[config.mk]
export PLATFORM = sky130hd
export DESIGN_NAME = regbank_wr_arb
export DESIGN_NICKNAME = d
export VERILOG_FILES = /design/src/rtl/regbank_wr_arb.sv
export SDC_FILE = /design/constraint.sdc
export NUM_CORES = 1
export LEC_CHECK = 0
export ABC_CLOCK_PERIOD_IN_PS = 2400
export CAP_MARGIN = 25
export CORE_AREA = 2 2 139 107
export CTS_BUF_LIST = sky130_fd_sc_hd__clkbuf_2
export DETAILED_ROUTE_END_ITERATION = 10
export DIE_AREA = 0 0 141 109
export PLACE_DENSITY = 0.88
export SYNTH_ARGS = -nofsm -noshare
export SYNTH_HDL_FRONTEND = slang
export SYNTH_SLANG_ARGS = --single-unit
[constraint.sdc]
create_clock -name clk -period 2.4 [get_ports clk]
set_clock_uncertainty 0.2 [all_clocks]
set_input_delay 0.36 -clock clk [delete_from_list [all_inputs] [get_ports clk]]
set_output_delay 0.36 -clock clk [all_outputs]
set_load 0.02 [all_outputs]
[src/rtl/regbank_wr_arb.sv]
// rtl/regbank_wr_arb.sv - round-robin write-port arbiter with bounded burst locking
module regbank_wr_arb #(
   parameter int NUM_REQ   = 3,
   parameter int SEL_W     = 6,
   parameter int DATA_W    = 64,
   parameter int MAX_BURST = 4
) (
   input  logic                      clk,
   input  logic                      rst_n,
   input  logic [NUM_REQ-1:0]        req_valid,
   input  logic [NUM_REQ-1:0]        req_lock,
   input  logic [NUM_REQ*SEL_W-1:0]  req_sel,
   input  logic [NUM_REQ*DATA_W-1:0] req_data,
   output logic [NUM_REQ-1:0]        req_ready,
   output logic                      regbank_we,
   output logic [SEL_W-1:0]          regbank_sel,
   output logic [DATA_W-1:0]         regbank_valout,
   output logic [1:0]                grant_id
);

   localparam int CNT_W = $clog2(MAX_BURST + 1);

   typedef enum logic {
      ST_OPEN   = 1'b0,
      ST_LOCKED = 1'b1
   } state_t;

   state_t           state_q, state_d;
   logic [1:0]       rr_ptr_q, rr_ptr_d;
   logic [1:0]       owner_q, owner_d;
   logic [CNT_W-1:0] burst_cnt_q, burst_cnt_d;

   logic              we_q;
   logic [SEL_W-1:0]  sel_q;
   logic [DATA_W-1:0] val_q;
   logic [1:0]        gid_q;

   logic              gnt_vld;
   logic [1:0]        gnt_idx;
   logic [SEL_W-1:0]  sel_mux;
   logic [DATA_W-1:0] data_mux;
   logic [2:0]        scan_sum;
   logic [1:0]        scan_idx;
   logic [CNT_W-1:0]  cnt_inc;

   // Index of the requester after i, wrapping at NUM_REQ.
   function automatic logic [1:0] wrap_inc(input logic [1:0] i);
      if (i == 2'(NUM_REQ - 1)) begin
         return 2'd0;
      end
      return i + 2'd1;
   endfunction

   // Grant selection plus next-state for pointer, lock owner and burst count.
   always_comb begin
      state_d     = state_q;
      rr_ptr_d    = rr_ptr_q;
      owner_d     = owner_q;
      burst_cnt_d = burst_cnt_q;
      gnt_vld     = 1'b0;
      gnt_idx     = 2'd0;
      scan_sum    = 3'd0;
      scan_idx    = 2'd0;
      cnt_inc     = burst_cnt_q + CNT_W'(1);

      if (state_q == ST_OPEN) begin
         // Search starting at rr_ptr; first valid requester wins.
         for (int k = 0; k < NUM_REQ; k++) begin
            scan_sum = {1'b0, rr_ptr_q} + 3'(k);
            if (scan_sum >= 3'(NUM_REQ)) begin
               scan_sum = scan_sum - 3'(NUM_REQ);
            end
            scan_idx = scan_sum[1:0];
            if (!gnt_vld && req_valid[scan_idx]) begin
               gnt_vld = 1'b1;
               gnt_idx = scan_idx;
            end
         end
         if (gnt_vld) begin
            if (req_lock[gnt_idx] && (MAX_BURST > 1)) begin
               state_d     = ST_LOCKED;
               owner_d     = gnt_idx;
               burst_cnt_d = CNT_W'(1);
            end else begin
               rr_ptr_d = wrap_inc(gnt_idx);
            end
         end
      end else begin
         // Only the owner may proceed; a missing beat ends the burst with a bubble.
         gnt_idx = owner_q;
         if (req_valid[owner_q]) begin
            gnt_vld = 1'b1;
            if (!req_lock[owner_q] || (cnt_inc == CNT_W'(MAX_BURST))) begin
               state_d     = ST_OPEN;
               rr_ptr_d    = wrap_inc(owner_q);
               burst_cnt_d = '0;
            end else begin
               burst_cnt_d = cnt_inc;
            end
         end else begin
            state_d     = ST_OPEN;
            rr_ptr_d    = wrap_inc(owner_q);
            burst_cnt_d = '0;
         end
      end

      if (!rst_n) begin
         gnt_vld = 1'b0;
      end
   end

   // One-hot ready and the granted requester's select/data.
   always_comb begin
      req_ready = '0;
      sel_mux   = '0;
      data_mux  = '0;
      for (int i = 0; i < NUM_REQ; i++) begin
         if (gnt_idx == 2'(i)) begin
            req_ready[i] = gnt_vld;
            sel_mux      = req_sel[i*SEL_W +: SEL_W];
            data_mux     = req_data[i*DATA_W +: DATA_W];
         end
      end
   end

   // Arbitration state registers; reset drops any lock in progress.
   always_ff @(posedge clk) begin
      if (!rst_n) begin
         state_q     <= ST_OPEN;
         rr_ptr_q    <= 2'd0;
         owner_q     <= 2'd0;
         burst_cnt_q <= '0;
      end else begin
         state_q     <= state_d;
         rr_ptr_q    <= rr_ptr_d;
         owner_q     <= owner_d;
         burst_cnt_q <= burst_cnt_d;
      end
   end

   // Registered write port; select/value/id hold when no beat transfers.
   always_ff @(posedge clk) begin
      if (!rst_n) begin
         we_q  <= 1'b0;
         sel_q <= '0;
         val_q <= '0;
         gid_q <= 2'd0;
      end else begin
         we_q <= gnt_vld;
         if (gnt_vld) begin
            sel_q <= sel_mux;
            val_q <= data_mux;
            gid_q <= gnt_idx;
         end
      end
   end

   assign regbank_we     = we_q;
   assign regbank_sel    = sel_q;
   assign regbank_valout = val_q;
   assign grant_id       = gid_q;

endmodule

# Word-level counts from Yosys, hierarchy flattened
# Cells that the tools add are included.
[op_classes] add_sub_neg=8 magnitude_cmp=8 n_eq_ne=7 muxes=71 n_bitwise=1 reduce_logical=12
[ops] operator="$mux 64" count=3
[ops] operator="$mux 2" count=21
[ops] operator="$mux 1" count=33
[ops] operator="$mux 6" count=3
[ops] operator="$lt 2x3->1 const B" count=5
[ops] operator="$mux 3" count=5
[ops] operator="$bmux 1 s2" count=6
[ops] operator="$eq 2x2->1 const B" count=3
[ops] operator="$ge 3x2->1 const B" count=2
[ops] operator="$reduce_and 3->1" count=2
[ops] operator="$sub 2x2->2 const B" count=3
[ops] operator="$add 2x1->2 const B" count=2
[ops] operator="$reduce_bool 2->1" count=2
[ops] operator="$add 2x1->3 const B" count=1
[ops] operator="$add 2x2->3 const B" count=1
[ops] operator="$add 3x1->3 const B" count=1
[ops] operator="$eq 3x3->1 const B" count=1
[ops] operator="$logic_not 1->1" count=3
[ops] operator="$ne 3x2->1 const B" count=1
[ops] operator="$eq 2x1->1 const B" count=1
[ops] operator="$ge 2x2->1 const B" count=1
[ops] operator="$logic_and 1x1->1" count=2
[ops] operator="$logic_not 2->1" count=1
[ops] operator="$ne 2x2->1 const B" count=1
[ops] operator="other kinds (3)" count=3
[totals] reg_bits=81 inputBits=218 out_inout_bits=76 elab_cells=115

# Longest topological paths before layout
# Gate-level depths: netlist of run 1.
[logic_depth] depth_word=24 depth_mapped=13 depth_no_buf=9

# Worst setup path before layout of run 1
# No wires, ideal clock.
[synth_path] kind="flip-flop to output port" start="register rr_ptr_q[0]" end="output port req_ready[2]" t_arrival_ns=2.234 required_ns=1.840 path_slack_ns=-0.394 stages_incl_launch_ff=12 path_cell_list="dfxtp_1 -> inv_1 -> ha_1 -> buf_2 -> nor2b_1 -> o21a_1 -> o41ai_2 -> buf_4 -> or2_4 -> buf_6 -> buf_6 -> a21oi_1"
[synth_via] elab_chain_len=18 word_cells_on_any_way=39 classes_between="add/sub (5); order compare (3); eq/ne (1); mux (26); reduce/logical (4)"
[synth_lines] item="start: declaration" line="29" text="logic [1:0] rr_ptr_q, rr_ptr_d;"
[synth_lines] item="start signal: assignment" line="135" text="rr_ptr_q <= rr_ptr_d;"
[synth_lines] item="parallel branches: the longest is 17 deep, another holds $add 2x1->3"
[synth_lines] item="$mux 1 *" line="118" text="if (gnt_idx == 2'(i)) begin"
[synth_lines] item="end: declaration" line="14" text="output logic [NUM_REQ-1:0] req_ready,"
# Mark *: on every way between the ends. The select of a mux whose other input is x is not followed.

# Worst setup path in the final report of run 1
# Same ends and word-level chain as after synthesis.

==> impl_metrics.csv, run 1 <==
group,metric,value,unit
status,status,"complete, but fails checks",
status,violations,"setup timing",
sta,slew_viol_final,0,
finish,fin_area,9680,um2
placed_design,place_area,8230,um2
sta,hold_viol,0,
synthesis,synth_top_family_by_area,"compound AO/OA/AOI/OAI gates",
critical_path,worst_setup_path_start_kind,"register",
placed_design,hpwl,13.5,mm
min_path,min_path_type,"input pin to register",
finish,syn_to_final_growth,100,%
critical_path,required,1.84,ns
clock_network,htree_levels,3,
floorplanning,ios,294,
sta,tns,-31.05,ns
synthesis,async_flop_share,0,
clock_network,cts_made_buffers,9,
synthesis,synthMuxAreaShare,0.165,
synthesis,synth-adder-area-share,0.0155,
detailed_routing,finalWirelength,21.2,mm
detailed_routing,routedWlPerCell,19.4,um
detailed_routing,firstDrtPassIters,4,
sta,rsz0062_at_grt,"true",
floorplanning,core.rowCount,38,
flow_run,maxCapViolations,0,
floorplanning,initial_core_util,0.342,
clock_network,cts_tree,"done",
synthesis,postSynthCellCount,560,
finish,n_fill_cell,1034,
global_route,antenna_found_initial,0,
global_route,met3_usage,0.0944,
synthesis,synth_fp_nets,784,
detailed_routing,via_per_inst,5.35,
sta,tightestPinTransition,0.893,ns
floorplanning,die_area,15400,um2
synthesis,ys_warn_count,0,
clock_network,clk_pin_slew,0.23,ns
placed_design,gp_congestion,0.873,
clock_network,clk_latency,0.57,ns
global_route,met2_usage,0.440,
clock_network,cts.sinks,81,
global_route,overflow,0,
synthesis,yosys.area_share.simple,0.142,
detailed_routing,drcViolationCount,0,
clock_network,cts_max_path_buffers,2,
detailed_routing,drtIter0Drc,213,
sta,slew_headroom,0.405,
synthesis,syn_area,4830,um2
synthesis,ys_types,52,
floorplanning,die-height,109,um
synthesis,synth.top_cell.area_share,0.336,
global_route,grt_pass1_vias,5803,
finish,final_nets,1129,
clock_network,cts_root_buf,"clkbuf_2",
detailed_routing,ant_nets,0,
sta,min_period_over_period,1.29,
synthesis,synth_most_common_cell,"nand2_1",
sta,min_period,3.10,ns
global_route,grt_first_pass_wirelength,29.6,mm
floorplanning,core-area,14100,um2
power_and_ir_drop,powerDensity,1430,nW/um2
synthesis,synth_ff_type,"dfxtp_1",
power_and_ir_drop,leakagePower,3.68,nW
critical_path,crit_type,"register to primary output",
global_route,gr-usage-met1,0.265,
synthesis,ys_top_cells_by_count,"nand2_1 (94), dfxtp_1 (81), mux2i_1 (78), o2bb2ai_1 (42)",
critical_path,end_kind,"primary output",
global_route,grt_busiest_layer,"met2",
critical_path,worstPathArrival,2.54,ns
critical_path,crit_fanout,5,
finish,drive_gt1_frac,0.247,
global_route,grt_start_max_net_pins,79,
synthesis,synth_compound_area_frac,0.271,
global_route,grt_usage,0.246,
synthesis,synth_top_cell_by_area,"dfxtp_1",
synthesis,ys_seq_area_frac,0.336,
sta,setup_viol,83,
finish,antenna_cells,0,
synthesis,syn_area_per_cell,8.62,um2
synthesis,synthTopCellsByArea,"dfxtp_1 (34%), mux2i_1 (16%), o2bb2ai_1 (7.6%)",
detailed_routing,vias,5827,
sta,layout_setup_ws,-0.695,ns
floorplanning,die_w,141,um
power_and_ir_drop,irDropWorstVdd,0.829,mV
placed_design,io_buffers,293,
synthesis,synth_xor_area_frac,0.00181,
synthesis,synth_edf_count,0,
synthesis,synth_seq_cells,81,
sta,max_freq,0.323,GHz
## worst max-delay path: stages, from the launching register on
cell and delay [ns]:
dfxtp_4 0.44, inv_4 0.05, ha_4 0.28, mux2i_4 0.20
nor2_2 0.20, o41ai_4 0.10, buf_4 0.15, or2_4 0.28
a21oi_4 0.14, buf_6 0.13
## registers in the layout (all words and copies together) (netlist names)
name            flops
regbank_we          1
grant_id            2
rr_ptr_q            2
state_q             1
regbank_sel         6
owner_q             2
regbank_valout     64
burst_cnt_q         3
## report_power, final
part / total, mW / internal, mW / switching (mW)
Sequential: 2.20 / 1.89 / 0.308
Clock: 0.747 / 0.239 / 0.508
Combinational: 10.9 / 5.82 / 5.07
## area by class of cell
class | instances | area (um2) | share of cell area
Multi-Input combinational cell | 420 | 3470 | 0.359
Clock buffer | 10 | 50.0 | 0.00517
Tap cell | 180 | 225 | 0.0233
Timing Repair Buffer | 387 | 4210 | 0.435
Clock inverter | 6 | 57.6 | 0.00595
Sequential cell | 81 | 1630 | 0.168
Inverter | 6 | 27.5 | 0.00284
## final timing paths
path / to / slack [ns] / depth (start not counted) / start
setup reg to reg: regbank_valout[1] / -0.53 / 14 / rr_ptr_q[0]
hold / removal: regbank_valout[27] / 0.18 / 3 / req_data[91]
setup / recovery: req_ready[2] / -0.70 / 9 / rr_ptr_q[0]
hold reg to reg: burst_cnt_q[1] / 0.30 / 2 / burst_cnt_q[1]
## kinds of logic after synthesis
family          after synthesis
compound gates              175
xor+xnor                      1
fa+ha+maj                     6
buf+inv                      59
flops                        81
mux                          79
simple gates                159
## placed cells by master, fill, tap and decap left out, types with 13 or more instances in the layout
cell | synthesis | layout
a211oi_2 | 6 | 14
dfxtp_1 | 81 | 79
nand2_1 | 94 | 91
buf_4 | 17 | 45
a31o_2 | 13 | 13
o2bb2ai_1 | 42 | 41
o21ai_0 | 35 | 14
o21ai_1 | 15 | 34
a31o_1 | 13 | 13
clkdlybuf4s50_1 | 0 | 289
buf_6 | 5 | 20
mux2i_1 | 78 | 58
nor2_2 | 0 | 15
## metal layers
| metal | wire (um) | vias up |
|---|---|---|
| met3 | 1850 | 49 |
| met4 | 684 | 0 |
| met2 | 10700 | 282 |
| li1 | - | 2741 |
| met1 | 7890 | 2755 |
| met5 | 0 | - |
## stage by stage
stage                     cells   util  power (mW)  setup WS, ns  hold slack, ns
after floorplan             560      -        6.81        -0.118           0.255
after global placement     1034  0.583        9.25        -0.658           0.256
after detailed placement   1034  0.583        9.39        -0.697           0.262
after CTS                  1075  0.645        12.2        -0.729           0.133
after global routing       1090  0.685        14.5        -0.844           0.130
final                      1090  0.685        13.8        -0.695           0.184
## what timing repair did
| item | 4_1_cts | 5_1_grt |
|---|---|---|
| gates resized for setup | 126 | 80 |
| endpoints found under the setup margin | 83 | 84 |
| hold buffers | 1 | 0 |
| pin swaps | 23 | 12 |
| endpoints found under the hold margin | 5 | 0 |
| setup buffers | 17 | 9 |
| cloned | 8 | 6 |
Note: power is estimated with default switching activity, not from simulation.
==> inputs of run 2 (changes only) <==
--- a/config.mk
+++ b/config.mk
@@ -9,6 +9,7 @@
 export CAP_MARGIN = 25
 export CORE_AREA = 2 2 139 107
 export CTS_BUF_LIST = sky130_fd_sc_hd__clkbuf_2
+export CTS_CLUSTER_SIZE = 40
 export DETAILED_ROUTE_END_ITERATION = 10
 export DIE_AREA = 0 0 141 109
 export PLACE_DENSITY = 0.88
==> results of run 2 <==
Final layout, timing and power as in run 1 (identical DEF).
==> inputs of run 3 (changes only) <==
--- a/config.mk
+++ b/config.mk
@@ -7,12 +7,13 @@
 export LEC_CHECK = 0
 export ABC_CLOCK_PERIOD_IN_PS = 2400
 export CAP_MARGIN = 25
-export CORE_AREA = 2 2 139 107
+export CORE_AREA = 2 2 121 123
 export CTS_BUF_LIST = sky130_fd_sc_hd__clkbuf_2
 export CTS_CLUSTER_SIZE = 40
 export DETAILED_ROUTE_END_ITERATION = 10
-export DIE_AREA = 0 0 141 109
+export DIE_AREA = 0 0 123 125
 export PLACE_DENSITY = 0.88
+export SLEW_MARGIN = 10
 export SYNTH_ARGS = -nofsm -noshare
 export SYNTH_HDL_FRONTEND = slang
 export SYNTH_SLANG_ARGS = --single-unit
==> run 3 against run 2 <==
The run still ends with setup timing left. Clock-buffer cell count is the same. Maximum frequency down 0.80%. Sequential power about the same. Cell count increased by 1.7%. Power grew 2.0%. Hold slack better by 0.013 ns. Wire length increased by 2.8%. Flip-flop and latch count unchanged. Worst setup slack got worse by 0.025 ns. Highest routed layer unchanged.
==> impl_metrics.csv, run 3 (same netlist as run 1, synthesis figures left out) <==
group,metric,value,unit
clock_network,cts.sinks,81,
sta,layout_setup_ws,-0.720,ns
clock_network,cts_root_buf,"clkbuf_2",
power_and_ir_drop,comb_power_share,0.802,
power_and_ir_drop,p_clk_frac,0.043,
status,status,"complete, but fails checks",
power_and_ir_drop,power.total,14.1,mW
floorplanning,die_area,15400,um2
power_and_ir_drop,p_seq_frac,0.156,
detailed_routing,finalWirelength,21.7,mm
global_route,antenna_found_initial,1,
finish,most-common-layout-cells,"clkdlybuf4s50_1 (289), nand2_1 (93), dfxtp_1 (79)",
sta,min_period,3.12,ns
floorplanning,ios,294,
detailed_routing,drtIter0Drc,226,
finish,fin_area,9790,um2
critical_path,required,1.84,ns
sta,setup_viol,83,
power_and_ir_drop,irDropWorstVdd,0.830,mV
sta,hold_viol,0,
critical_path,crit_fanout,5,
detailed_routing,vias,5887,
finish,n_fill_cell,1041,
floorplanning,initial_core_util,0.340,
power_and_ir_drop,p_sw_frac,0.434,
floorplanning,die_w,123,um
finish,drive_gt1_frac,0.265,
detailed_routing,via_per_inst,5.31,
sta,max_freq,0.321,GHz
flow_run,maxCapViolations,0,
power_and_ir_drop,powerDensity,1440,nW/um2
critical_path,worstPathArrival,2.56,ns
critical_path,path_buf_inv,3,
sta,whs,0.196,ns
global_route,grt_first_pass_wirelength,28.5,mm
finish,utilization,0.689,
detailed_routing,routedWlPerCell,19.6,um
placed_design,place_area,8210,um2
floorplanning,core-area,14200,um2
clock_network,clk_latency,0.55,ns
status,violations,"setup timing",
sta,tightestPinTransition,0.900,ns
power_and_ir_drop,leakagePower,3.68,nW
sta,slew_viol_final,0,
placed_design,hpwl,13.3,mm
sta,rsz0062_at_grt,"true",
power_and_ir_drop,p_int,7.99,mW
critical_path,worst_setup_path_start_kind,"register",
critical_path,end_kind,"primary output",
finish,layout.cells.most_common,"clkdlybuf4s50_1",
clock_network,cts_made_buffers,9,
detailed_routing,firstDrtPassIters,5,
critical_path,cp_top_family,"compound AO/OA/AOI/OAI gates",
critical_path,slowest_delay,0.44,ns
clock_network,clk_pin_slew,0.24,ns
clock_network,cts_max_path_buffers,2,
floorplanning,core.rowCount,44,
clock_network,htree_levels,3,
placed_design,io_buffers,293,
critical_path,reg2reg_slack,-0.61,ns
critical_path,crit_type,"register to primary output",
global_route,grt_start_max_net_pins,79,
sta,tns,-30.99,ns
finish,largest_register_ffs,64,
placed_design,gp_congestion,0.893,
floorplanning,die-height,125,um
sta,slew_headroom,0.400,
power_and_ir_drop,power.net_switching,6.12,mW
global_route,grt_usage,0.240,
detailed_routing,drcViolationCount,0,
sta,min_period_over_period,1.30,
min_path,min_path_type,"input pin to register",
finish,syn_to_final_growth,103,%
detailed_routing,ant_nets,0,
finish,final_nets,1143,
critical_path,path_cells,"buf_4, ha_4, nor2b_4, o21a_1, o41ai_4, or2_4, buf_12, nor2_4, buf_6",
global_route,grt_pass1_vias,5504,
global_route,overflow,0,
critical_path,crit_path_top_delay_cell,"o41ai_4",
clock_network,cts_tree,"done",
[run 3: power groups by stage]
stage / sequential, mW / combinational (mW) / clock [mW]
global placement: 2.20 / 7.07 / 0
detailed placement: 2.22 / 7.21 / 0
global route: 2.25 / 11.9 / 0.681
floorplan: 2.72 / 4.09 / 0
finish: 2.20 / 11.3 / 0.601
CTS: 2.19 / 8.58 / 0.623
[run 3: per-stage QoR]
step | worst slack (ns) | std cells
6_report | -0.720 | 1109
4_1_cts | -0.725 | 1078
3_3_place_gp | -0.772 | 1036
5_1_grt | -0.825 | 1109
2_1_floorplan | -0.118 | 560
3_5_place_dp | -0.803 | 1036
[run 3: final timing paths]
check	startpoint	to	cells past startpoint
max	rr_ptr_q[0]	req_ready[1]	9
min	req_data[89]	regbank_valout[25]	3
max reg2reg	rr_ptr_q[0]	owner_q[0]	16
min reg2reg	regbank_valout[53]	regbank_valout[53]	1
[run 3: layout make-up]
| cell class | instances | area [um2] | share of cell area |
|---|---|---|---|
| Sequential cell | 81 | 1630 | 0.166 |
| Clock buffer | 10 | 50.0 | 0.00511 |
| Inverter | 6 | 25.0 | 0.00256 |
| Clock inverter | 6 | 25.0 | 0.00256 |
| Multi-Input combinational cell | 420 | 3530 | 0.361 |
| Tap cell | 184 | 230 | 0.0235 |
| Antenna cell | 1 | 2.50 | 0.000256 |
| Timing Repair Buffer | 401 | 4290 | 0.439 |
[run 3: what timing repair did]
item,CTS,global route
gates resized for setup,65,130
setup buffers,19,20
endpoints found under the setup margin,84,84
hold endpoints to repair,5,0
cloned,6,12
hold buffers,1,0
pin swaps,14,50
[run 3: routing by layer]
| metal | up-vias | global-route usage | share of wire |
|---|---|---|---|
| met5 | - | 0 | 0 |
| met3 | 40 | 0.0561 | 0.080 |
| li1 | 2761 | - | - |
| met2 | 288 | 0.418 | 0.51 |
| met4 | 0 | 0.0989 | 0.026 |
| met1 | 2798 | 0.279 | 0.39 |
[run 3: worst register-to-register path, cell delays in order (launching register included)]
cell and delay [ns]:
dfxtp_4 0.41, inv_4 0.04, ha_4 0.32, mux2i_4 0.25, or2_4 0.16, nand3_4 0.07, buf_4 0.14, buf_4 0.12
buf_4 0.12, buf_4 0.12, buf_4 0.12, buf_4 0.12, buf_4 0.11, buf_4 0.12, buf_4 0.12, a311o_1 0.30
mux2i_1 0.12
